## src/rtl/apb_master_bridge.sv

```systemverilog
// apb_master_bridge: single-outstanding valid/ready request to APB master bridge.
//
// Decodes a 32-bit byte address into one of up to 16 APB slave windows. It then
// runs the APB SETUP/ACCESS sequence and returns read data plus an error flag.
// The error flag is set on a decode miss or on a PREADY timeout.
//
// Ports:
//   PCLK, RESET          clock (posedge) and synchronous active-high reset
//   req_valid/req_ready  request handshake; req_write, req_addr, req_wdata payload
//   rsp_valid/rsp_ready  response handshake; rsp_rdata, rsp_error payload
//   PADDR, PWRITE,       shared APB outputs (registered, change only on accept)
//   PWDATA, PENABLE
//   PSEL                 one-hot slave select
//   PRDATA, PREADY       per-slave read data (32 bits each) and ready
module apb_master_bridge #(
  parameter int unsigned NUM_SLAVES      = 4,
  parameter int unsigned SLAVE_ADDR_BITS = 12,
  parameter logic [31:0] BASE_ADDR       = 32'h8000_0000,
  parameter int unsigned TIMEOUT_CYCLES  = 255
) (
  input  logic                       PCLK,
  input  logic                       RESET,
  input  logic                       req_valid,
  output logic                       req_ready,
  input  logic                       req_write,
  input  logic [31:0]                req_addr,
  input  logic [31:0]                req_wdata,
  output logic                       rsp_valid,
  input  logic                       rsp_ready,
  output logic [31:0]                rsp_rdata,
  output logic                       rsp_error,
  output logic [SLAVE_ADDR_BITS-1:0] PADDR,
  output logic                       PWRITE,
  output logic [31:0]                PWDATA,
  output logic                       PENABLE,
  output logic [NUM_SLAVES-1:0]      PSEL,
  input  logic [32*NUM_SLAVES-1:0]   PRDATA,
  input  logic [NUM_SLAVES-1:0]      PREADY
);

  localparam int unsigned TagLsb      = SLAVE_ADDR_BITS + 4;
  localparam logic [7:0]  TimeoutLast = 8'(TIMEOUT_CYCLES - 1);

  typedef enum logic [1:0] {StIdle, StSetup, StAccess, StResp} state_e;

  state_e                     state_q, state_d;
  logic [3:0]                 idx_q, idx_d;
  logic                       pwrite_q, pwrite_d;
  logic [SLAVE_ADDR_BITS-1:0] paddr_q, paddr_d;
  logic [31:0]                pwdata_q, pwdata_d;
  logic [7:0]                 cnt_q, cnt_d;
  logic [31:0]                rdata_q, rdata_d;
  logic                       err_q, err_d;

  // Address decode of the incoming request.
  logic [3:0] req_idx;
  logic       req_hit;
  assign req_idx = req_addr[TagLsb-1:SLAVE_ADDR_BITS];
  assign req_hit = (req_addr[31:TagLsb] == BASE_ADDR[31:TagLsb]) &&
                   ({1'b0, req_idx} < 5'(NUM_SLAVES));

  // Selected-slave mux, written as a loop so idx never indexes past NUM_SLAVES.
  logic [NUM_SLAVES-1:0] sel_onehot;
  logic [31:0]           sel_rdata;
  logic                  sel_ready;
  always_comb begin
    sel_onehot = '0;
    sel_rdata  = '0;
    sel_ready  = 1'b0;
    for (int i = 0; i < NUM_SLAVES; i++) begin
      if (idx_q == 4'(i)) begin
        sel_onehot[i] = 1'b1;
        sel_rdata     = PRDATA[32*i +: 32];
        sel_ready     = PREADY[i];
      end
    end
  end

  always_comb begin
    state_d  = state_q;
    idx_d    = idx_q;
    pwrite_d = pwrite_q;
    paddr_d  = paddr_q;
    pwdata_d = pwdata_q;
    cnt_d    = cnt_q;
    rdata_d  = rdata_q;
    err_d    = err_q;
    case (state_q)
      StIdle: begin
        if (req_valid) begin
          pwrite_d = req_write;
          paddr_d  = req_addr[SLAVE_ADDR_BITS-1:0];
          pwdata_d = req_wdata;
          idx_d    = req_idx;
          if (req_hit) begin
            state_d = StSetup;
          end else begin
            // Decode miss: answer directly, no APB cycle.
            rdata_d = '0;
            err_d   = 1'b1;
            state_d = StResp;
          end
        end
      end
      StSetup: begin
        cnt_d   = '0;
        state_d = StAccess;
      end
      StAccess: begin
        if (sel_ready) begin
          rdata_d = pwrite_q ? 32'h0 : sel_rdata;
          err_d   = 1'b0;
          state_d = StResp;
        end else if (cnt_q == TimeoutLast) begin
          // This was the last permitted ACCESS cycle.
          rdata_d = '0;
          err_d   = 1'b1;
          state_d = StResp;
        end else begin
          cnt_d = cnt_q + 8'd1;
        end
      end
      StResp: begin
        if (rsp_ready) state_d = StIdle;
      end
      default: state_d = StIdle;
    endcase
  end

  always_ff @(posedge PCLK) begin
    if (RESET) begin
      state_q  <= StIdle;
      idx_q    <= '0;
      pwrite_q <= 1'b0;
      paddr_q  <= '0;
      pwdata_q <= '0;
      cnt_q    <= '0;
      rdata_q  <= '0;
      err_q    <= 1'b0;
    end else begin
      state_q  <= state_d;
      idx_q    <= idx_d;
      pwrite_q <= pwrite_d;
      paddr_q  <= paddr_d;
      pwdata_q <= pwdata_d;
      cnt_q    <= cnt_d;
      rdata_q  <= rdata_d;
      err_q    <= err_d;
    end
  end

  assign req_ready = (state_q == StIdle);
  assign rsp_valid = (state_q == StResp);
  assign rsp_rdata = rdata_q;
  assign rsp_error = err_q;
  assign PADDR     = paddr_q;
  assign PWRITE    = pwrite_q;
  assign PWDATA    = pwdata_q;
  assign PENABLE   = (state_q == StAccess);
  assign PSEL      = ((state_q == StSetup) || (state_q == StAccess)) ? sel_onehot : '0;

endmodule

```

## config.mk

```make
export PLATFORM = sky130hd
export DESIGN_NAME = apb_master_bridge
export DESIGN_NICKNAME = d
export VERILOG_FILES = /design/src/rtl/apb_master_bridge.sv
export SDC_FILE = /design/constraint.sdc
export NUM_CORES = 1
export LEC_CHECK = 0
export ABC_AREA = 0
export CELL_PAD_IN_SITES_DETAIL_PLACEMENT = 1
export CELL_PAD_IN_SITES_GLOBAL_PLACEMENT = 2
export CORE_AREA = 2 2 177 127
export CTS_BUF_LIST = sky130_fd_sc_hd__clkbuf_8
export DETAILED_ROUTE_END_ITERATION = 10
export DIE_AREA = 0 0 179 129
export PLACE_DENSITY_LB_ADDON = 0.25
export SYNTH_ARGS = -nofsm -noshare
export SYNTH_HDL_FRONTEND = slang
export SYNTH_SLANG_ARGS = --single-unit
```

## constraint.sdc

```tcl
create_clock -name PCLK -period 5.5 [get_ports PCLK]
set_input_delay 1.65 -clock PCLK [delete_from_list [all_inputs] [get_ports PCLK]]
set_output_delay 1.65 -clock PCLK [all_outputs]
set_load 0.005 [all_outputs]
```

==> impl_summary.md <==
Logic synthesis
Yosys attributes the largest share of cell area to dfxtp_1 (42%), mux2_2 (16%), nand2_1 (8.9%), a21oi_1 (6.3%), o2bb2ai_1 (6.3%). Summed over all instances, the cell type with the most area after synthesis is dfxtp_1. In the synthesized netlist the dominant register cell turns out to be dfxtp_1. During synthesis, Yosys emitted a total of 0 warnings. The total standard cell area after synthesis is roughly 4400 µm².

Synthesis handed over a netlist of 490 instances. Counting every net in the synthesized netlist gives 696. The most common cell in the synthesized netlist is nand2_1. Sorting the synthesized cells by how often they occur yields nand2_1 (105), dfxtp_1 (92), mux2_2 (63). After synthesis the netlist holds a flip-flop and latch count of 92. Counting distinct cell types in the post-synthesis netlist gives 42. The share of flip-flops with an asynchronous set or reset is 0. The fraction of post-synthesis cell area in the top cell type by area is 0.416. The proportion of synthesized chip area in sequential cells is 0.416. The mean area per synthesized cell is 9.03 µm². Counting flops with a built-in enable in the synthesized netlist gives 0.

Timing
For this run, the top clock speed supported by timing is 263 MHz. The sum of negative setup slack is 0 ns. Headroom to the max-slew limit came out at 0.365. The final hold violation count is 0. At the pin with the least slew margin, the transition time is 0.953 ns. Setup repair after global routing left no endpoint under its margin. The minimum period implied by the final worst setup slack is roughly 3.8 ns. Dividing the final minimum period by the clock period gives 0.692. The number of slew-limit violations in the final report is 0. Setup violations remaining at the end of the flow were counted as 0. Between clock sinks in the finished design, the worst skew comes to 0.0126 ns.

Floorplanning
The effective utilization at floorplan is 0.207. The floorplan has 45 rows. The core region area is 21300 µm². The floorplan step defined a die boundary enclosing between 20000 and 25000 µm². From bottom edge to top edge, the die measures 129 µm. The floorplan step set the die width to around 180 µm. The count of boundary I/O pins is 286.

Finish
After routing the design area is 7690 µm². The area growth from synthesis to layout is 73.8%. Counting the fill cells in the layout gives 2436. The share of cells above drive strength 1 is 0.123.

Leaving out filler cells and counting taps, the final layout contains 1040. The number of nets at the end of the flow is 958.

Setup path
The biggest fanout along the worst timing path is 32. The master of the slowest instance on the critical path is a31oi_4. The worst setup path is captured at a register.

By startpoint and endpoint, the worst setup path is classified as primary input to register. At the worst endpoint, the arrival time is 4.10 ns. The critical path goes through clkdlybuf4s50_1 > nor4_1 > nand4_1 > or4b_4 > a31oi_4 > o2bb2ai_1. STA classifies the critical path startpoint as a primary input. The delay of the slowest cell on the worst path is 0.76 ns. STA puts the critical path data required time at just under 6 ns.

Clock tree
The later pin in the worst-skew pair is clocked with a latency of 0.37 ns. The tree is rooted in a clkbuf_8. The H-tree generated during clock tree synthesis spans 3 levels. Once the clock tree was built, the setup fixing pass inserted 0 buffers.

The number of buffers inserted during clock tree synthesis is 9. TritonCTS built the clock tree. No sink is reached through more buffers than the 2 on the longest clock path. The number of buffers added to fix hold violations after cts is 0.

CTS saw 92 sinks. The quantity of gates resized following cts is 0. The clock transition at the registers of the reported paths is 0.09 ns.

Place
Summed over all nets, the half-perimeter wirelength after detailed placement is ~14000 µm. In this run, placement finished with an instance count of approximately 1000. The count of buffers from port buffering is 285.

Once placement finished, the instance area stood at 7490 µm². Routability-driven placement finished with a final weighted congestion of about 0.75.

Power and ir drop
The leakage power summed over all cells is 2.62 nW. VDD sags by at most 0.000122 V. Power spread over the standard cell area amounts to approximately 300 nW/µm².

Global route
The overflow left after global routing is 0. The global routing usage summed across all routing layers is 0.152. The pin count of the biggest net entering global routing is between 60 and 70. The wire length of the first global-routing pass is roughly 27000 µm. The number of antenna violations at the first check in global routing was 1. The via count of the first global-routing pass came to between 5000 and 6000.

Route
In the routed layout, each cell is associated on average with a via count of 4.51. After detailed routing, the average wire length per cell comes to 17.6 µm. The count of unresolved DRC violations after routing is 0. Across all layers, the routed design uses 4691 vias. In this run the remaining antenna-violating nets after routing total 0. The violation count after the first detailed-routing iteration is 120. The number of detailed-route iterations in the first pass is 4. The aggregate routed wire length is between 15000 and 20000 µm.

Hold path
The classification of the worst-slack hold path is register to register.

Flow run
The total of max-cap violations is 0.

Outcome
The flow ran to the end, and the final reports show no timing, DRC or antenna violations.
==> flip-flops by register name, indices dropped and copies added, names as in the netlist <==
register	cells
rsp_rdata	32
PWDATA	32
idx_q	4
cnt_q	8
rsp_error	1
state_q	2
PADDR	12
PWRITE	1
==> critical path, delay by kind of cell <==
family | cells | cell delay [ns]
buf+inv | 1 | 0.40
compound gates | 2 | 0.95
simple gates | 3 | 1.06
==> report_power, final <==
group,internal (mW),total [mW],switching [mW]
Sequential,0.763,0.822,0.0590
Clock,0.209,0.463,0.255
Combinational,0.510,0.988,0.479
Total,1.48,2.27,0.792
==> final cells by class <==
cell class                      instances  area (µm²)  share of cell area
Timing Repair Buffer                  291        2890               0.376
Multi-Input combinational cell        352        2380               0.310
Sequential cell                        92        1840               0.240
Tap cell                              282         353              0.0459
Clock buffer                            9         124              0.0161
Clock inverter                          7        70.1             0.00911
Inverter                                6        22.5             0.00293
Antenna cell                            1        2.50            0.000325
==> placed cells by master, fill, tap and decap left out, types with 3 or more instances in the layout <==
master	synthesis	layout
nand2b_1	3	3
nor4_1	3	3
nand4_1	4	4
o21ai_0	4	4
nor3_1	4	4
clkdlybuf4s50_1	0	284
inv_1	6	8
nand3_1	5	5
or3_1	4	4
a21oi_1	56	56
nor2_1	6	6
dfxtp_1	92	91
clkbuf_8	0	9
o2bb2ai_1	32	32
o22ai_1	31	31
buf_4	0	6
mux2_2	63	63
ha_1	5	5
o31ai_1	3	3
nand2_1	105	105
==> stage by stage <==
stage                      util  total power [mW]  setup slack [ns]  hold WS [ns]
after CTS                 0.360              2.33              1.66         0.464
after floorplan               -              1.35              2.38         0.448
after global routing      0.360              2.44              1.46         0.474
final                     0.360              2.27              1.69         0.458
after detailed placement  0.351              1.84              1.26         0.450
after global placement    0.351              1.81              1.39         0.443
==> cells by family (layout without fill, tap and decap cells) <==
family / after synthesis / count (layout) / synth area share
muxes: 66 / 66 / 0.173
other: 0 / 1 / 0
and+or+nand+nor: 145 / 145 / 0.146
buffers and inverters: 46 / 313 / 0.0455
AOI/OAI and AO/OA: 135 / 135 / 0.203
xor gates and xnor gates: 1 / 1 / 0.00198
adders and majority gates: 5 / 5 / 0.0141
DFF: 92 / 92 / 0.416
==> worst paths after layout <==
check | start | endpoint | slack (ns) | depth (start not counted)
worst min register to register | PADDR[8] | PADDR[8] | 0.46 | 2
worst max-delay path | req_addr[24] | rsp_rdata[1] | 1.69 | 6
worst max register to register | idx_q[0] | rsp_rdata[1] | 2.43 | 6
worst min-delay path | PADDR[8] | PADDR[8] | 0.46 | 2
==> routing by layer <==
layer  global-route usage  wire, µm  vias to the layer above
li1                     -         -                     2286
met1                0.175      7490                     2217
met2                0.251      8380                      174
met3               0.0759      2180                       14
met4               0.0430       233                        0
met5                    0         0                        -
Power figures use the tool's default switching activity.
